==> src/rtl/reg_pkg.sv <==
// Shared definitions for readers of the 8 x 16-bit register bank.
package reg_pkg;

    localparam int unsigned NREG = 8;
    localparam int unsigned DW   = 16;
    localparam int unsigned IDXW = $clog2(NREG);
    localparam int unsigned BUSW = NREG * DW;

    typedef logic [IDXW-1:0] reg_idx_t;
    typedef logic [DW-1:0]   reg_data_t;
    typedef logic [NREG-1:0] reg_mask_t;
    typedef logic [BUSW-1:0] reg_bus_t;

    // Output slot of the read port; FULL is exactly rsp_valid.
    typedef enum logic [0:0] {
        StEmpty = 1'b0,
        StFull  = 1'b1
    } slot_state_e;

    // Register idx out of the bank's flattened output bus.
    function automatic reg_data_t get_reg(input reg_bus_t bus, input reg_idx_t idx);
        return bus[idx*DW +: DW];
    endfunction

endpackage

==> src/rtl/reg_scoreboard.sv <==
// Pending-destination scoreboard with hazard query for two sources and one destination.
module reg_scoreboard
    import reg_pkg::*;
(
    input  logic      clk_i,
    input  logic      rst_ni,
    input  logic      set_en_i,
    input  reg_idx_t  set_idx_i,
    input  reg_mask_t clr_i,
    input  reg_idx_t  qa_i,
    input  reg_idx_t  qb_i,
    input  reg_idx_t  qd_i,
    input  logic      qd_en_i,
    output reg_mask_t pending_o,
    output logic      haz_o
);

    reg_mask_t pending_q, pending_d;

    // Per-bit set/clear; a new claim is younger than the retiring write so set wins.
    always_comb begin
        pending_d = pending_q;
        for (int i = 0; i < int'(NREG); i++) begin
            if (set_en_i && (set_idx_i == reg_idx_t'(i))) begin
                pending_d[i] = 1'b1;
            end else if (clr_i[i]) begin
                pending_d[i] = 1'b0;
            end
        end
    end

    // Scoreboard state register.
    always_ff @(posedge clk_i or negedge rst_ni) begin
        if (!rst_ni) begin
            pending_q <= '0;
        end else begin
            pending_q <= pending_d;
        end
    end

    // A pending register retiring this cycle is not a hazard: its value is forwarded.
    always_comb begin
        haz_o = (pending_q[qa_i] & ~clr_i[qa_i])
              | (pending_q[qb_i] & ~clr_i[qb_i])
              | (qd_en_i & pending_q[qd_i] & ~clr_i[qd_i]);
    end

    assign pending_o = pending_q;

endmodule

==> src/rtl/register_read_port.sv <==
// Operand read port: forwards write-back data, stalls on RAW/WAW, holds operands for execute.
module register_read_port
    import reg_pkg::*;
(
    input  logic      clk_i,
    input  logic      rst_ni,
    input  logic      req_valid_i,
    output logic      req_ready_o,
    input  reg_idx_t  rs_a_i,
    input  reg_idx_t  rs_b_i,
    input  reg_idx_t  rd_i,
    input  logic      rd_claim_i,
    input  reg_bus_t  bank_q_i,
    input  reg_mask_t wb_en_i,
    input  reg_data_t wb_data_i,
    output logic      rsp_valid_o,
    input  logic      rsp_ready_i,
    output reg_data_t op_a_o,
    output reg_data_t op_b_o,
    output reg_mask_t pending_o
);

    slot_state_e state_q, state_d;
    reg_data_t   op_a_q, op_a_d;
    reg_data_t   op_b_q, op_b_d;
    reg_data_t   fwd_a, fwd_b;
    logic        haz;
    logic        accept;

    reg_scoreboard u_scoreboard (
        .clk_i     (clk_i),
        .rst_ni    (rst_ni),
        .set_en_i  (accept & rd_claim_i),
        .set_idx_i (rd_i),
        .clr_i     (wb_en_i),
        .qa_i      (rs_a_i),
        .qb_i      (rs_b_i),
        .qd_i      (rd_i),
        .qd_en_i   (rd_claim_i),
        .pending_o (pending_o),
        .haz_o     (haz)
    );

    // The bank's Q lags wb_en by one edge, so same-cycle write-back must bypass it.
    always_comb begin
        fwd_a = wb_en_i[rs_a_i] ? wb_data_i : get_reg(bank_q_i, rs_a_i);
        fwd_b = wb_en_i[rs_b_i] ? wb_data_i : get_reg(bank_q_i, rs_b_i);
    end

    assign rsp_valid_o = (state_q == StFull);
    assign req_ready_o = ~haz & (~rsp_valid_o | rsp_ready_i);
    assign accept      = req_valid_i & req_ready_o;

    // Slot next-state and operand capture; operands only change on accept.
    always_comb begin
        state_d = state_q;
        op_a_d  = op_a_q;
        op_b_d  = op_b_q;
        if (accept) begin
            op_a_d = fwd_a;
            op_b_d = fwd_b;
        end
        unique case (state_q)
            StEmpty: if (accept) state_d = StFull;
            StFull:  if (rsp_ready_i && !accept) state_d = StEmpty;
            default: state_d = StEmpty;
        endcase
    end

    // Slot and operand registers.
    always_ff @(posedge clk_i or negedge rst_ni) begin
        if (!rst_ni) begin
            state_q <= StEmpty;
            op_a_q  <= '0;
            op_b_q  <= '0;
        end else begin
            state_q <= state_d;
            op_a_q  <= op_a_d;
            op_b_q  <= op_b_d;
        end
    end

    assign op_a_o = op_a_q;
    assign op_b_o = op_b_q;

endmodule
==> config.mk <==
export PLATFORM = sky130hd
export DESIGN_NAME = register_read_port
export DESIGN_NICKNAME = d
export VERILOG_FILES = /design/src/rtl/reg_pkg.sv /design/src/rtl/reg_scoreboard.sv /design/src/rtl/register_read_port.sv
export SDC_FILE = /design/constraint.sdc
export NUM_CORES = 1
export LEC_CHECK = 0
export BUFFER_PORTS_ARGS = -buffer_cell sky130_fd_sc_hd__buf_2
export CORE_MARGIN = 2
export CORE_UTILIZATION = 48
export CTS_BUF_LIST = sky130_fd_sc_hd__clkbuf_8
export CTS_CLUSTER_DIAMETER = 40
export CTS_CLUSTER_SIZE = 24
export DETAILED_ROUTE_END_ITERATION = 16
export HOLD_SLACK_MARGIN = 0.12
export PLACE_DENSITY = 0.86
export SLEW_MARGIN = 20
export SYNTH_ARGS = -nofsm -noshare
export SYNTH_HDL_FRONTEND = slang
export SYNTH_SLANG_ARGS = --single-unit
==> constraint.sdc <==
create_clock -name clk_i -period 3 [get_ports clk_i]
set_clock_uncertainty 0.15 [all_clocks]
set_input_delay 0.45 -clock clk_i [delete_from_list [all_inputs] [get_ports clk_i]]
set_output_delay 0.45 -clock clk_i [all_outputs]
set_load 0.01 [all_outputs]
# ---- Word level (Yosys, flattened, before mapping)
# Cells that the tools add are included.
dict set report word_totals {
  register_bits 41
  elab_cells 90
  inputBits 166
}
dict set report classes {
  n_lt_le_gt_ge 3
  bitwise_logic 15
  n_shift 2
  n_eq_ne 7
  reduce_logical 19
  muxes 33
}
# op n
set ops {}
lappend ops {{variable part select 128 x 8 -> 16 bit} 2}
lappend ops {{two-way mux 16 bit} 2}
lappend ops {{two-way mux 1 bit} 24}
lappend ops {{binary-select mux 1 bit (select 3 bit)} 6}
lappend ops {{nonzero test 2 bit} 8}
lappend ops {{equality test 3 bit (second input constant)} 4}
lappend ops {{< comparator 3 x 4 -> 1 bit (second input constant)} 3}
lappend ops {{logical AND 1 bit} 9}
lappend ops {{bitwise AND 1 bit} 7}
lappend ops {{equality test 3 x 2 -> 1 bit (second input constant)} 2}
lappend ops {{NOT 1 bit} 5}
lappend ops {{equality test 3 x 1 -> 1 bit (second input constant)} 1}
lappend ops {{zero test 3 bit} 1}
lappend ops {{OR 1 bit} 3}
lappend ops {{case mux 1 bit (2 select lines)} 1}
lappend ops {{zero test 1 bit} 1}

# ---- Longest topological paths before layout
dict set report depth {
  depth_word 13
  depth_mapped 9
}

# ---- Hierarchy
# From an unflattened synthesis, not the netlist that was laid out.
dict set report hier_totals {
  cells_unflattened 339
  area_unflattened_um2 4175.3
}
# module cells_per_inst instances area_per_inst_um2
set by_module_without_submodules {}
lappend by_module_without_submodules {register_read_port 296 1 3618.5}
lappend by_module_without_submodules {reg_scoreboard 43 1 556.8}

# ---- Least setup slack after synthesis
# OpenSTA, ideal clock, no wires.
dict set report synth_timing {
  path_type {input to register}
  startpoint {input port rs_a_i[1]}
  endpoint {register op_a_q[13], in the netlist op_a_o[13]}
  n_path_buf 3
  t_arrival_ps 2354
  cell_stages 7
  t_required_ps 2725
  setup_slack_ps 371
  path_cell_list {buf_2 > buf_4 > mux4_2 > a21oi_2 > clkbuf_1 > mux2_2 > mux2_2}
}
dict set report synth_between {
  elab_chain_cells 9
}
# element line
set synth_lines {}
lappend synth_lines {{start: declaration} register_read_port.sv:9} ;# input reg_idx_t rs_a_i,
lappend synth_lines {{binary-select mux 1 bit (select 3 bit)} {reg_scoreboard.sv:43, register_read_port.sv:46}}
lappend synth_lines {{two-way mux 1 bit (implied by the code)} {reg_scoreboard.sv:43, register_read_port.sv:46}}
lappend synth_lines {{NOT 1 bit} reg_scoreboard.sv:43} ;# haz_o = (pending_q[qa_i] & ~clr_i[qa_i])
lappend synth_lines {{bitwise AND 1 bit} reg_scoreboard.sv:43}
lappend synth_lines {{OR 1 bit} reg_scoreboard.sv:44} ;# | (pending_q[qb_i] & ~clr_i[qb_i])
lappend synth_lines {{OR 1 bit} reg_scoreboard.sv:45} ;# | (qd_en_i & pending_q[qd_i] & ~clr_i[qd_i]);
lappend synth_lines {{NOT 1 bit} register_read_port.sv:51} ;# assign req_ready_o = ~haz & (~rsp_valid_o | rsp_ready_i);
lappend synth_lines {{bitwise AND 1 bit} register_read_port.sv:51}
lappend synth_lines {{bitwise AND 1 bit} register_read_port.sv:52} ;# assign accept = req_valid_i & req_ready_o;
lappend synth_lines {{end signal: assignment} register_read_port.sv:78} ;# op_a_q <= op_a_d;
lappend synth_lines {{end: declaration} register_read_port.sv:24} ;# reg_data_t op_a_q, op_a_d;
# Parallel ways exist; a longest one is shown, timed or not. The select of a mux whose other input is x is not followed.
# A chain may end at the register's enable or synchronous reset.

# ---- Final worst setup path
dict set report layout_timing {
  startpoint {register u_scoreboard.pending_q[2], in the netlist u_scoreboard.pending_o[2]}
  endpoint {output port req_ready_o}
}
dict set report layout_between {
  elab_chain_cells 7
}
# element line
set layout_lines {}
lappend layout_lines {{start: declaration} reg_scoreboard.sv:18} ;# reg_mask_t pending_q, pending_d;
lappend layout_lines {{start signal: assignment} reg_scoreboard.sv:37} ;# pending_q <= pending_d;
lappend layout_lines {{binary-select mux 1 bit (select 3 bit) (on tied branches)} {reg_scoreboard.sv:43, reg_scoreboard.sv:44, reg_scoreboard.sv:45}}
lappend layout_lines {{two-way mux 1 bit (on tied branches)} {reg_scoreboard.sv:43, reg_scoreboard.sv:44, reg_scoreboard.sv:45}}
lappend layout_lines {{bitwise AND 1 bit (on tied branches)} {reg_scoreboard.sv:43, reg_scoreboard.sv:44, reg_scoreboard.sv:45}}
lappend layout_lines {{OR 1 bit or bitwise AND 1 bit (tied branches)} {reg_scoreboard.sv:44, reg_scoreboard.sv:45}}
lappend layout_lines {{OR 1 bit *} reg_scoreboard.sv:45}
lappend layout_lines {{NOT 1 bit *} register_read_port.sv:51}
lappend layout_lines {{bitwise AND 1 bit *} register_read_port.sv:51}
lappend layout_lines {{end: declaration} register_read_port.sv:8} ;# output logic req_ready_o,
# Mark *: on every way between the ends. The rest lies on a longest branch, timed or not. The select of a mux whose other input is x is not followed.

==> summary.txt <==
Global routing
  • Initial antenna violation count: 0
  • Remaining Overflow, GRT: 0
  • Vias in the first global route: 4070
  • Global Route Usage Sum: 27.4%
  • Largest net degree at the start of global routing: 42
  • First-pass GRT wire length: 20400 microns

Power
  • Sequential power share: 36.4%
  • Logic pwr share: 46.1%
  • Clock share of power: 17.5%
  • Static Leak: 2.45 nW
  • P_sw: 0.700 mW
  • Maximum vdd drop: 0.183 mV
  • Overall Power: 2.10 mW
  • Internal power: 1.40 mW
  • Switching Share: 33.3%
  • Pwr/cell area: 389 nW/um^2

Critical path
  • Slowest CP cell: mux4_2
  • Largest stage delay, worst path: 0.46 ns
  • Setup CP Type: reg -> out
  • Setup crit start kind: register
  • CP required: 2.40 ns
  • Critical path arrival: 2.04 ns
  • CP Capture Type: output port
  • CP Max Fanout: 3
  • Crit-path cells: nor2b_1 > mux4_2 > mux2i_1 > nand4_1 > nor2_1 > buf_2

Yosys
  • Synth area leader: mux4_2
  • Synth Area in Adders: 0%
  • Total number of yosys warnings: 0
  • Area contributors post-synth: mux4_2 (39%), dfrtp_1 (25%), mux2_2 (13%)
  • Synth unique cells: 26
  • Seq cells post-synth: 41
  • Prevailing post-synth register cell: dfrtp_1
  • Syn_area_per_cell: 13.7 sq um
  • Syn Std Cell Area: 4130 sq um
  • Synth Area in Compound Gates: 4.48%
  • Post-synth EDFFs: 0
  • Simple-gate share of the synthesized area: 5.03%
  • Syn nets: 467
  • Post-synth top area share: 38.7%
  • Cells after Synth: 301
  • Largest family of logic cells by synthesized area: multiplexers
  • Post-synthesis sequential area ratio: 24.8%
  • Xor-xnor portion of the synthesized cell area: 0%
  • Mux contribution to synthesized area: 62.0%
  • Post-synth ARST share: 100%

Finish
  • Area delta synth->final: 30.6%
  • Post-route design area: 5400 sq um
  • Finished Layout Cells: 603
  • Antenna cells: 0
  • Final nets: 664
  • Share of cells above drive strength 1: 71.5%

Clock tree
  • Clock Latency Late Sink: 0.29 ns
  • Clock root cell: clkbuf_8
  • Htree depth: 2
  • CTS buffer count: 5
  • TritonCTS clock tree: yes
  • Post-CTS Setup Bufs: 0
  • Post-CTS resize count: 0
  • CTS Buffer Depth: 2
  • CTS Sinks: 41
  • Reg clk slew, reported paths: 0.08 ns
  • Hold_buf cts: 0

Place
  • Placed cell count: 596
  • Port-buffer cells: 207
  • Placed cell areas: 5310 sq um
  • Post-DP HPWL: 9690 microns
  • GPL Wtd Cong: 0.841

Die
  • Die Height: 96.8 microns
  • Starting density of the core: 49.8%
  • Total Die Area: 9370 sq um
  • IO Count: 208
  • Core area: 8300 sq um
  • Rows: 33
  • Die Wd: 96.8 microns

STA
  • Slew of the pin with the lowest slew margin: 0.976 ns
  • Endpoints failing hold: 0
  • Setup-failing EPs final: 0
  • RSZ-0062 raised after global routing: no
  • Rel. slew slack: 34.9%
  • F_max: 378 MHz
  • Final Slew Violations: 0
  • Final min period: 2.64 ns
  • Setup total negative slack: 0 ns
  • WHS: 0.155 ns
  • Tcrit/Tclk final: 88.1%

Detailed routing
  • First-pass iteration count of the detailed router: 6
  • Remaining antenna violation count after routing: 0
  • DR iter-0 viols: 190
  • Post-DR vias/cell: 6.18
  • Total number of vias: 3729
  • Average wire per standard cell: 21.0 microns
  • Detailed Route WL: 12700 microns
  • Drt drc: 0

Run status
  • Status: completed

Worst hold path
  • Worst hold path class: in -> async

Job
  • Max cap viols: 0
[routing by layer]
layer | GRT usage (%) | up-vias | part of all wire [%]
met5 | 0 | - | 0
met4 | 8.88 | 0 | 2.0
met3 | 6.07 | 26 | 7.0
met2 | 50.9 | 210 | 54
met1 | 31.0 | 1864 | 37
li1 | - | 1629 | -
[power by group through the flow]
stage | Combinational (mW) | Clock (mW) | Sequential [mW]
2_1_floorplan | 0.497 | 0 | 0.831
3_3_place_gp | 0.937 | 0 | 0.768
3_5_place_dp | 0.972 | 0 | 0.771
4_1_cts | 0.973 | 0.383 | 0.764
5_1_grt | 1.04 | 0.407 | 0.780
6_report | 0.967 | 0.367 | 0.763
[layout by cell type, fill, tap and decap left out, drive strengths merged]
cell / instances
nand4: 1
mux2i: 22
and3: 1
o21ai: 1
nor2b: 12
nand3b: 1
a41o: 2
nor4bb: 1
mux2: 66
a21oi: 18
a211oi: 1
nor3b: 1
inv: 3
nor2: 20
or2: 1
nand2: 1
buf: 220
a31oi: 1
clkbuf: 6
a31o: 6
nor3: 1
dfrtp: 41
mux4: 71
[path summary, 6_finish.rpt]
check	startpoint	to	slack [ns]	cells after the start
max in group asynchronous	rst_ni	op_a_o[0]	1.93	1
hold reg to reg	op_b_o[14]	op_b_o[14]	0.33	1
setup reg to reg	u_scoreboard.pending_o[2]	op_a_o[0]	0.41	7
setup / recovery	u_scoreboard.pending_o[2]	req_ready_o	0.36	6
min in group clk_i	op_b_o[14]	op_b_o[14]	0.33	1
hold / removal	rst_ni	op_b_o[10]	0.15	1
[critical path, delay by kind of cell, from the launching register on]
family                 cells  cell delay (ns)
flip-flops                 1             0.42
multiplexers               2             0.61
buffers and inverters      1             0.16
AND/OR/NAND/NOR            3             0.57
[through the flow]
stage	setup slack, ns	util, %
final	0.356	65.0
after global routing	0.291	65.0
after CTS	0.358	65.0
after detailed placement	0.292	64.0
after global placement	0.348	64.0
after floorplan	0.371	-
[synth_stat cells (all sizes together) (2+ instances only)]
cell	instances
mux2i	22
nor2	20
a21oi	18
nor2b	12
mux2	66
buf	14
inv	2
a31o	6
clkbuf	16
mux4	71
dfrtp	41
a41o	2
[sequential cells by signal, summed over array words and instances (netlist names)]
signal,count
op_b_o,16
u_scoreboard.pending_o,8
rsp_valid_o,1
op_a_o,16
[cells by family after synthesis]
family / count (synthesis)
flops: 41
simple gates: 40
buf+inv: 32
mux: 159
compound gates: 29
[area by class of cell]
class / count / area [sq um]
repair buffers: 220 / 1170
fillers: 674 / 2900
clock inverters: 1 / 3.75
clock buffers: 6 / 82.6
multi-input cells: 228 / 2970
inverters: 2 / 7.51
flip-flops and latches: 41 / 1030
well taps: 105 / 131
Note: power is estimated with default switching activity, not from simulation.
